[src/rtl/alu_pkg.sv]
// Shared ALU definitions: opcodes on the Signal bus, operand width and
// the IDLE/BUSY/DONE state type used by the sequential multiplier and divider.
package alu_pkg;

  localparam int WIDTH = 32;

  localparam logic [5:0] MULTU = 6'b011001;
  localparam logic [5:0] DIVU  = 6'b011011;
  localparam logic [5:0] OUT   = 6'b111111;

  typedef enum logic [1:0] {
    IDLE = 2'd0,
    BUSY = 2'd1,
    DONE = 2'd2
  } alu_state_t;

endpackage

[src/rtl/shift_add_multiplier_if.sv]
// Opcode/operand bus between the control unit (master) and the multiplier
// (slave); the 64-bit result returns as {HI, LO} on dataOut.
interface shift_add_multiplier_if;
  import alu_pkg::*;

  logic [WIDTH-1:0]   dataA;
  logic [WIDTH-1:0]   dataB;
  logic [5:0]         Signal;
  logic [2*WIDTH-1:0] dataOut;
  logic               busy;
  logic               done;

  modport master (
    output dataA, dataB, Signal,
    input  dataOut, busy, done
  );

  modport slave (
    input  dataA, dataB, Signal,
    output dataOut, busy, done
  );

endinterface

[src/rtl/shift_add_multiplier.sv]
// Sequential unsigned WIDTH x WIDTH multiplier: one shift-add step per clock,
// WIDTH steps per product, result held on dataOut until the next completion.
module shift_add_multiplier
  import alu_pkg::*;
(
  input  logic                   clk,
  input  logic                   reset,
  shift_add_multiplier_if.slave  bus
);

  alu_state_t         state;
  logic [WIDTH-1:0]   mcand;
  logic [2*WIDTH-1:0] prod;
  logic [5:0]         cnt;
  logic [2*WIDTH-1:0] data_out_reg;

  logic [WIDTH:0]     sum;
  logic [2*WIDTH-1:0] prod_next;
  logic               last_iter;

  // The 33-bit sum keeps the carry; it becomes the top bit after the shift.
  assign sum       = {1'b0, prod[2*WIDTH-1:WIDTH]} + (prod[0] ? {1'b0, mcand} : '0);
  assign prod_next = {sum, prod[WIDTH-1:1]};
  assign last_iter = (cnt == 6'(WIDTH - 1));

  always_ff @(posedge clk) begin
    if (reset) begin
      state        <= IDLE;
      mcand        <= '0;
      prod         <= '0;
      cnt          <= '0;
      data_out_reg <= '0;
    end else begin
      case (state)
        IDLE, DONE: begin
          if (bus.Signal == MULTU) begin
            mcand <= bus.dataA;
            prod  <= {{WIDTH{1'b0}}, bus.dataB};
            cnt   <= '0;
            state <= BUSY;
          end else if (state == DONE && bus.Signal == OUT) begin
            state <= IDLE;
          end
        end
        BUSY: begin
          prod <= prod_next;
          cnt  <= cnt + 6'd1;
          if (last_iter) begin
            data_out_reg <= prod_next;
            state        <= DONE;
          end
        end
        default: state <= IDLE;
      endcase
    end
  end

  assign bus.dataOut = data_out_reg;
  assign bus.busy    = (state == BUSY);
  assign bus.done    = (state == DONE);

endmodule

[src/flat_wrapper.sv]
// flat-port wrapper written by rule: the top's interface ports become plain ports
module shift_add_multiplier_flat import alu_pkg::*;
  (clk, reset, bus_dataA, bus_dataB, bus_Signal, bus_dataOut, bus_busy, bus_done);
  shift_add_multiplier_if bus_i ();
  input  logic clk;
  input  logic reset;
  input wire logic [$bits(bus_i.dataA)-1:0] bus_dataA;
  input wire logic [$bits(bus_i.dataB)-1:0] bus_dataB;
  input wire logic [$bits(bus_i.Signal)-1:0] bus_Signal;
  output wire logic [$bits(bus_i.dataOut)-1:0] bus_dataOut;
  output wire logic [$bits(bus_i.busy)-1:0] bus_busy;
  output wire logic [$bits(bus_i.done)-1:0] bus_done;
  assign bus_i.dataA = bus_dataA;
  assign bus_i.dataB = bus_dataB;
  assign bus_i.Signal = bus_Signal;
  assign bus_dataOut = bus_i.dataOut;
  assign bus_busy = bus_i.busy;
  assign bus_done = bus_i.done;
  shift_add_multiplier u_core (.clk(clk), .reset(reset), .bus(bus_i));
endmodule
[config.mk]
export PLATFORM = sky130hd
export DESIGN_NAME = shift_add_multiplier_flat
export DESIGN_NICKNAME = d
export VERILOG_FILES = /design/src/rtl/alu_pkg.sv /design/src/rtl/shift_add_multiplier_if.sv /design/src/rtl/shift_add_multiplier.sv /design/src/flat_wrapper.sv
export SDC_FILE = /design/constraint.sdc
export NUM_CORES = 1
export LEC_CHECK = 0
export ABC_AREA = 0
export BUFFER_PORTS_ARGS = -buffer_cell sky130_fd_sc_hd__buf_2
export CAP_MARGIN = 15
export CORE_MARGIN = 2
export CORE_UTILIZATION = 56
export DETAILED_ROUTE_END_ITERATION = 12
export GPL_TIMING_DRIVEN = 0
export PLACE_DENSITY = 0.8
export SLEW_MARGIN = 40
export SYNTH_ARGS = -nofsm -noshare
export SYNTH_HDL_FRONTEND = slang
export SYNTH_SLANG_ARGS = --single-unit
[constraint.sdc]
create_clock -name clk -period 3.84 [get_ports clk]
set_clock_uncertainty 0.2 [all_clocks]
set_input_delay 0.768 -clock clk [delete_from_list [all_inputs] [get_ports clk]]
set_output_delay 0.768 -clock clk [all_outputs]
set_load 0.1 [all_outputs]
# --- After elaboration in Yosys (flattened, before gate mapping) ---
# Cells that the tools add are included.
word_totals:
  regBits: 168
  latch_bits: 0
  mem_bits_rw: 0
  romBits: 0
  inputBits: 72
  output_inout_bits: 66
  word_cells: 32
  memories: 0
op_classes:
  add_sub_neg: 2
  multipliers: 0
  div: 0
  magnitude_cmp: 0
  n_eq_ne: 8
  shifts: 0
  n_mux: 9
  bitwise_logic: 0
  n_reduce_logical: 8
op_table:
  columns: ["operator", "count"]
  rows:
  - ["$pmux 64 s2", 1]
  - ["$mux 64", 1]
  - ["$add 32x33->33", 1]
  - ["$mux 32", 1]
  - ["$eq 6x5->1 const B", 2]
  - ["$pmux 6 s2", 1]
  - ["$reduce_and 2->1", 4]
  - ["$add 6x1->6 const B", 1]
  - ["$eq 6x6->1 const B", 1]
  - ["$mux 2", 3]
  - ["$mux 6", 1]
  - ["$ne 2x1->1 const B", 2]
  - ["$pmux 2 s2", 1]
  - ["$ne 3x1->1 const B", 1]
  - ["$eq 2x1->1 const B", 1]
  - ["$eq 2x2->1 const B", 1]
  - ["$logic_not 2->1", 1]
  - ["$reduce_bool 2->1", 1]
  - ["$reduce_or 2->1", 1]
  - ["$logic_and 1x1->1", 1]

# --- Logic depth before layout (Yosys ltp) ---
logic_depth:
  depth_word: 5
  depth_mapped: 12
  ltp_nobuf: 11

# --- Worst setup path before layout ---
# No wires, ideal clock.
synth_path:
  kind: "register to register"
  from: "reg u_core.prod[0]"
  to: "reg u_core.data_out_reg[63] (netlist: u_core.bus.dataOut[63])"
  setup_time_ns: 0.137
  arrival_ns: 2.779
  t_required_ns: 3.503
  setup_slack_ns: 0.724
  path_stages_with_launch: 13
  path_buffers: 1
  period_less_slack_ns: 3.116
  cell_sequence: "dfxtp_1 clkbuf_1 and2_1 ha_1 fa_1 a211oi_1 o21ai_1 a21oi_2 o211a_1 o31a_1 nor2_2 a311oi_1 a211oi_1"
synth_between:
  elab_chain_len: 2
synth_lines:
  columns: ["item", "line", "text"]
  rows:
  - ["start, declared", "shift_add_multiplier.sv:13", "logic [2*WIDTH-1:0] prod;"]
  - ["start signal, assigned", "shift_add_multiplier.sv:38", "prod <= {{WIDTH{1'b0}}, bus.dataB};"]
  - ["start signal, assigned", "shift_add_multiplier.sv:46", "prod <= prod_next;"]
  - ["$mux 32", "shift_add_multiplier.sv:22", "assign sum = {1'b0, prod[2*WIDTH-1:WIDTH]} + (prod[0] ? {1'b0, mcand} : '0);"]
  - ["$add 32x33->33", "shift_add_multiplier.sv:22", null]
  - ["end signal, assigned", "shift_add_multiplier.sv:49", "data_out_reg <= prod_next;"]
  - ["end, declared", "shift_add_multiplier.sv:15", "logic [2*WIDTH-1:0] data_out_reg;"]
# Every way passes these cells.
# A chain may end at the register's enable or synchronous reset.

# --- Worst setup path in the final report ---
# Same ends and word-level chain as after synthesis.

==> results.py <==
metrics = {
    "worst_setup_path": {
        "reg2reg_slack_ps": 200,
        "cp.arrival_ps": 3730,
        "crit_required_ps": 3930,
        "crit_path_max_fanout": 10,
        "worst_setup_path_end_kind": "flop",
        "cp-start-kind": "flop",
        "critPathKind": "flop to flop",
    },
    "cells_and_area": {
        "final_util_pct": 68.60,
        "num-nets-final": 1288,
        "antenna_cells": 0,
        "finalInstanceArea_um2": 9559,
        "drive_gt1_share_pct": 15.98,
        "area_delta_synth_final_pct": 18.78,
    },
    "cts": {
        "cts-hold-fix-buffers": 0,
        "numCtsBuffers": 17,
        "clkSinkCount": 168,
        "path_clk_slew_ps": 60,
        "cts_tree": "built",
        "clk_latency_ps": 440,
        "cts_root_buf": "clkbuf_16",
        "htreeDepth": 4,
        "clockBufferDepth": 2,
    },
    "sta": {
        "rsz0062_at_grt": "no",
        "finalMaxSlewViolations": 0,
        "setup_tns_ps": 0,
        "min_period_ps": 3643,
        "slew_headroom_pct": 40.23,
        "max_freq_mhz": 274.5,
        "tightest_slew_ps": 896.5,
        "period_share_pct": 94.87,
        "finalHoldViolations": 0,
        "setup_viol": 0,
    },
    "global_routing": {
        "grt_max_degree": 17,
        "grt_use_total_pct": 29.29,
        "grt_overflow": 0,
        "grt_pass1_vias": 7327,
        "grt_pass1_wl_mm": 35.05,
        "antenna_found_initial": 0,
    },
    "synthesis": {
        "synth-seq-cells": 168,
        "synth_top_area_share_pct": 41.79,
        "synth_commonest_cells": "nand2_1 (251), a21oi_1 (175), dfxtp_1 (168), clkbuf_1 (57), nand3_1 (34)",
        "ys.flop_type": "dfxtp_1",
        "synth_cells": 1024,
        "synth_top_cell_by_area": "dfxtp_1",
        "syn_avg_cell_area_um2": 7.859,
        "ys_types": 63,
        "synth-edff-count": 0,
        "ys_warn_count": 0,
        "ys_seq_area_share_pct": 41.79,
        "synthArstFlopShare_pct": 0,
        "synth.area.top_cells": "dfxtp_1 (42%), nand2_1 (12%), a21oi_1 (11%), ha_1 (5.1%), a22oi_1 (3.0%)",
        "syn_nets": 1130,
        "synthesis.area_um2": 8048,
        "synth.most_common_cell": "nand2_1",
    },
    "status": {
        "outcome": "finished clean",
    },
    "placed_design": {
        "hpwl_mm": 15.68,
        "placed_area_um2": 8954,
        "gp_congestion": 0.9316,
        "io_buffers": 136,
    },
    "pwr": {
        "peakVddDrop_mv": 0.3448,
        "leakagePower_nw": 3.792,
        "p_per_area_nw_per_um2": 366.5,
    },
    "floorplan": {
        "start_util_pct": 57.75,
        "coreArea_um2": 13930,
        "fp.dieArea_um2": 15350,
        "rows": 43,
        "ios": 138,
        "die_x_um": 123.9,
        "die_y_um": 123.9,
    },
    "detailed_routing": {
        "routed_wl_mm": 21.99,
        "first_pass_iters": 7,
        "routed_via_density": 5.759,
        "post-route-drc-count": 0,
        "wl_per_cell_um": 15.99,
        "drtAntennaViolNets": 0,
        "vias": 7919,
        "drt_iter0_drc": 695,
    },
    "flow_run": {
        "drv_cap": 0,
    },
    "worst_hold_path": {
        "min_path_type": "flop to flop",
    },
}
[critical path, stage by stage, from the launching register on]
cell	delay (ps)
dfxtp_1	420
clkbuf_2	240
and2_1	200
ha_1	210
fa_1	450
a211oi_2	270
o21ai_1	130
a21oi_2	250
o211a_1	280
o31a_1	300
nor2_2	90
a311oi_2	330
a211oi_1	110
[through the flow]
step	hold slack [ps]	worst slack, ps	std cells	power (W)
2_1_floorplan	222.3	723.8	1024	0.001832
3_3_place_gp	230.7	17.45	1340	0.001892
3_5_place_dp	242.8	54.46	1340	0.001892
4_1_cts	251.1	8.556	1372	0.003509
5_1_grt	273.6	53.71	1375	0.003599
6_report	249.5	196.9	1375	0.003504
[cells by family (layout without fill, tap and decap cells)]
| group | after synthesis | in the layout | share of synthesized area [%] |
|---|---|---|---|
| buf+inv | 79 | 250 | 3.700 |
| flops | 168 | 168 | 41.79 |
| simple gates | 399 | 399 | 21.74 |
| xor+xnor | 23 | 23 | 2.503 |
| mux | 3 | 3 | 0.3731 |
| compound gates | 318 | 318 | 24.52 |
| fa+ha+maj | 34 | 34 | 5.379 |
[final cells by class]
class / instances / area (µm²)
multi-input cells: 777 / 4400
clock inverters: 11 / 96.34
well taps: 180 / 225.2
flip-flops and latches: 168 / 3363
inverters: 10 / 37.54
fillers: 1212 / 4375
repair buffers: 139 / 703.2
clock buffers: 21 / 470.5
plain buffers: 69 / 262.8
[layer usage]
layer / GRT usage [%] / vias up / part of all wire (%)
met5: 0 / - / 0
met4: 12.50 / 0 / 2.8
met3: 5.495 / 49 / 7.3
met2: 46.63 / 311 / 46
met1: 38.94 / 3662 / 44
li1: - / 3897 / -
[worst paths after layout]
kind	depth (start not counted)	end	startpoint
min reg2reg	2	u_core.bus.dataOut[28]	u_core.bus.dataOut[28]
max	12	u_core.bus.dataOut[63]	u_core.prod[0]
min	2	u_core.bus.dataOut[28]	u_core.bus.dataOut[28]
max reg2reg	12	u_core.bus.dataOut[63]	u_core.prod[0]
[report_power, final]
group	total [W]	internal [W]	switching, W	leakage, nW
clock	0.00165	0.000941	0.000707	0.279
sequential	0.00175	0.00175	0.00000350	1.35
combinational	0.000105	0.0000365	0.0000681	2.16
total	0.00350	0.00273	0.000779	3.79
[state kept, by name (all words and copies together) (netlist names)]
name / flops
u_core.bus.dataOut: 64
u_core.cnt: 6
u_core.mcand: 32
u_core.prod: 64
u_core.state: 2
[what timing repair did]
| item | 4_1_cts | 5_1_grt |
|---|---|---|
| endpoints found under the setup margin | 0 | 5 |
| resized for setup | 0 | 6 |
| setup buffers | 0 | 3 |
| endpoints found under the hold margin | 0 | 0 |
[cell usage in the layout, fill, tap and decap left out, types with 3 or more instances in the layout]
| cell | count |
|---|---|
| clkbuf_8 | 3 |
| o21a_1 | 6 |
| nor3_1 | 9 |
| clkbuf_16 | 17 |
| nand4_1 | 8 |
| dfxtp_1 | 168 |
| ha_1 | 33 |
| a22oi_1 | 32 |
| xnor2_1 | 13 |
| or3_1 | 4 |
| nand3_1 | 34 |
| o21bai_1 | 5 |
| a31oi_1 | 6 |
| buf_4 | 3 |
| mux2i_1 | 3 |
| buf_2 | 137 |
| clkinv_2 | 5 |
| a22o_1 | 9 |
| clkbuf_1 | 56 |
| and2_1 | 33 |
| a21oi_1 | 175 |
| nor2_1 | 31 |
| o21ai_1 | 7 |
| xor2_1 | 10 |
| nor2b_1 | 6 |
| o211ai_1 | 6 |
| buf_1 | 11 |
| o21ai_0 | 23 |
| nand2_1 | 251 |
| nand2b_1 | 7 |
| a21o_1 | 11 |
| a211oi_1 | 4 |
| inv_1 | 9 |
| and3_1 | 8 |
| o31ai_1 | 4 |
No activity file was read; power rests on OpenSTA's default activity.
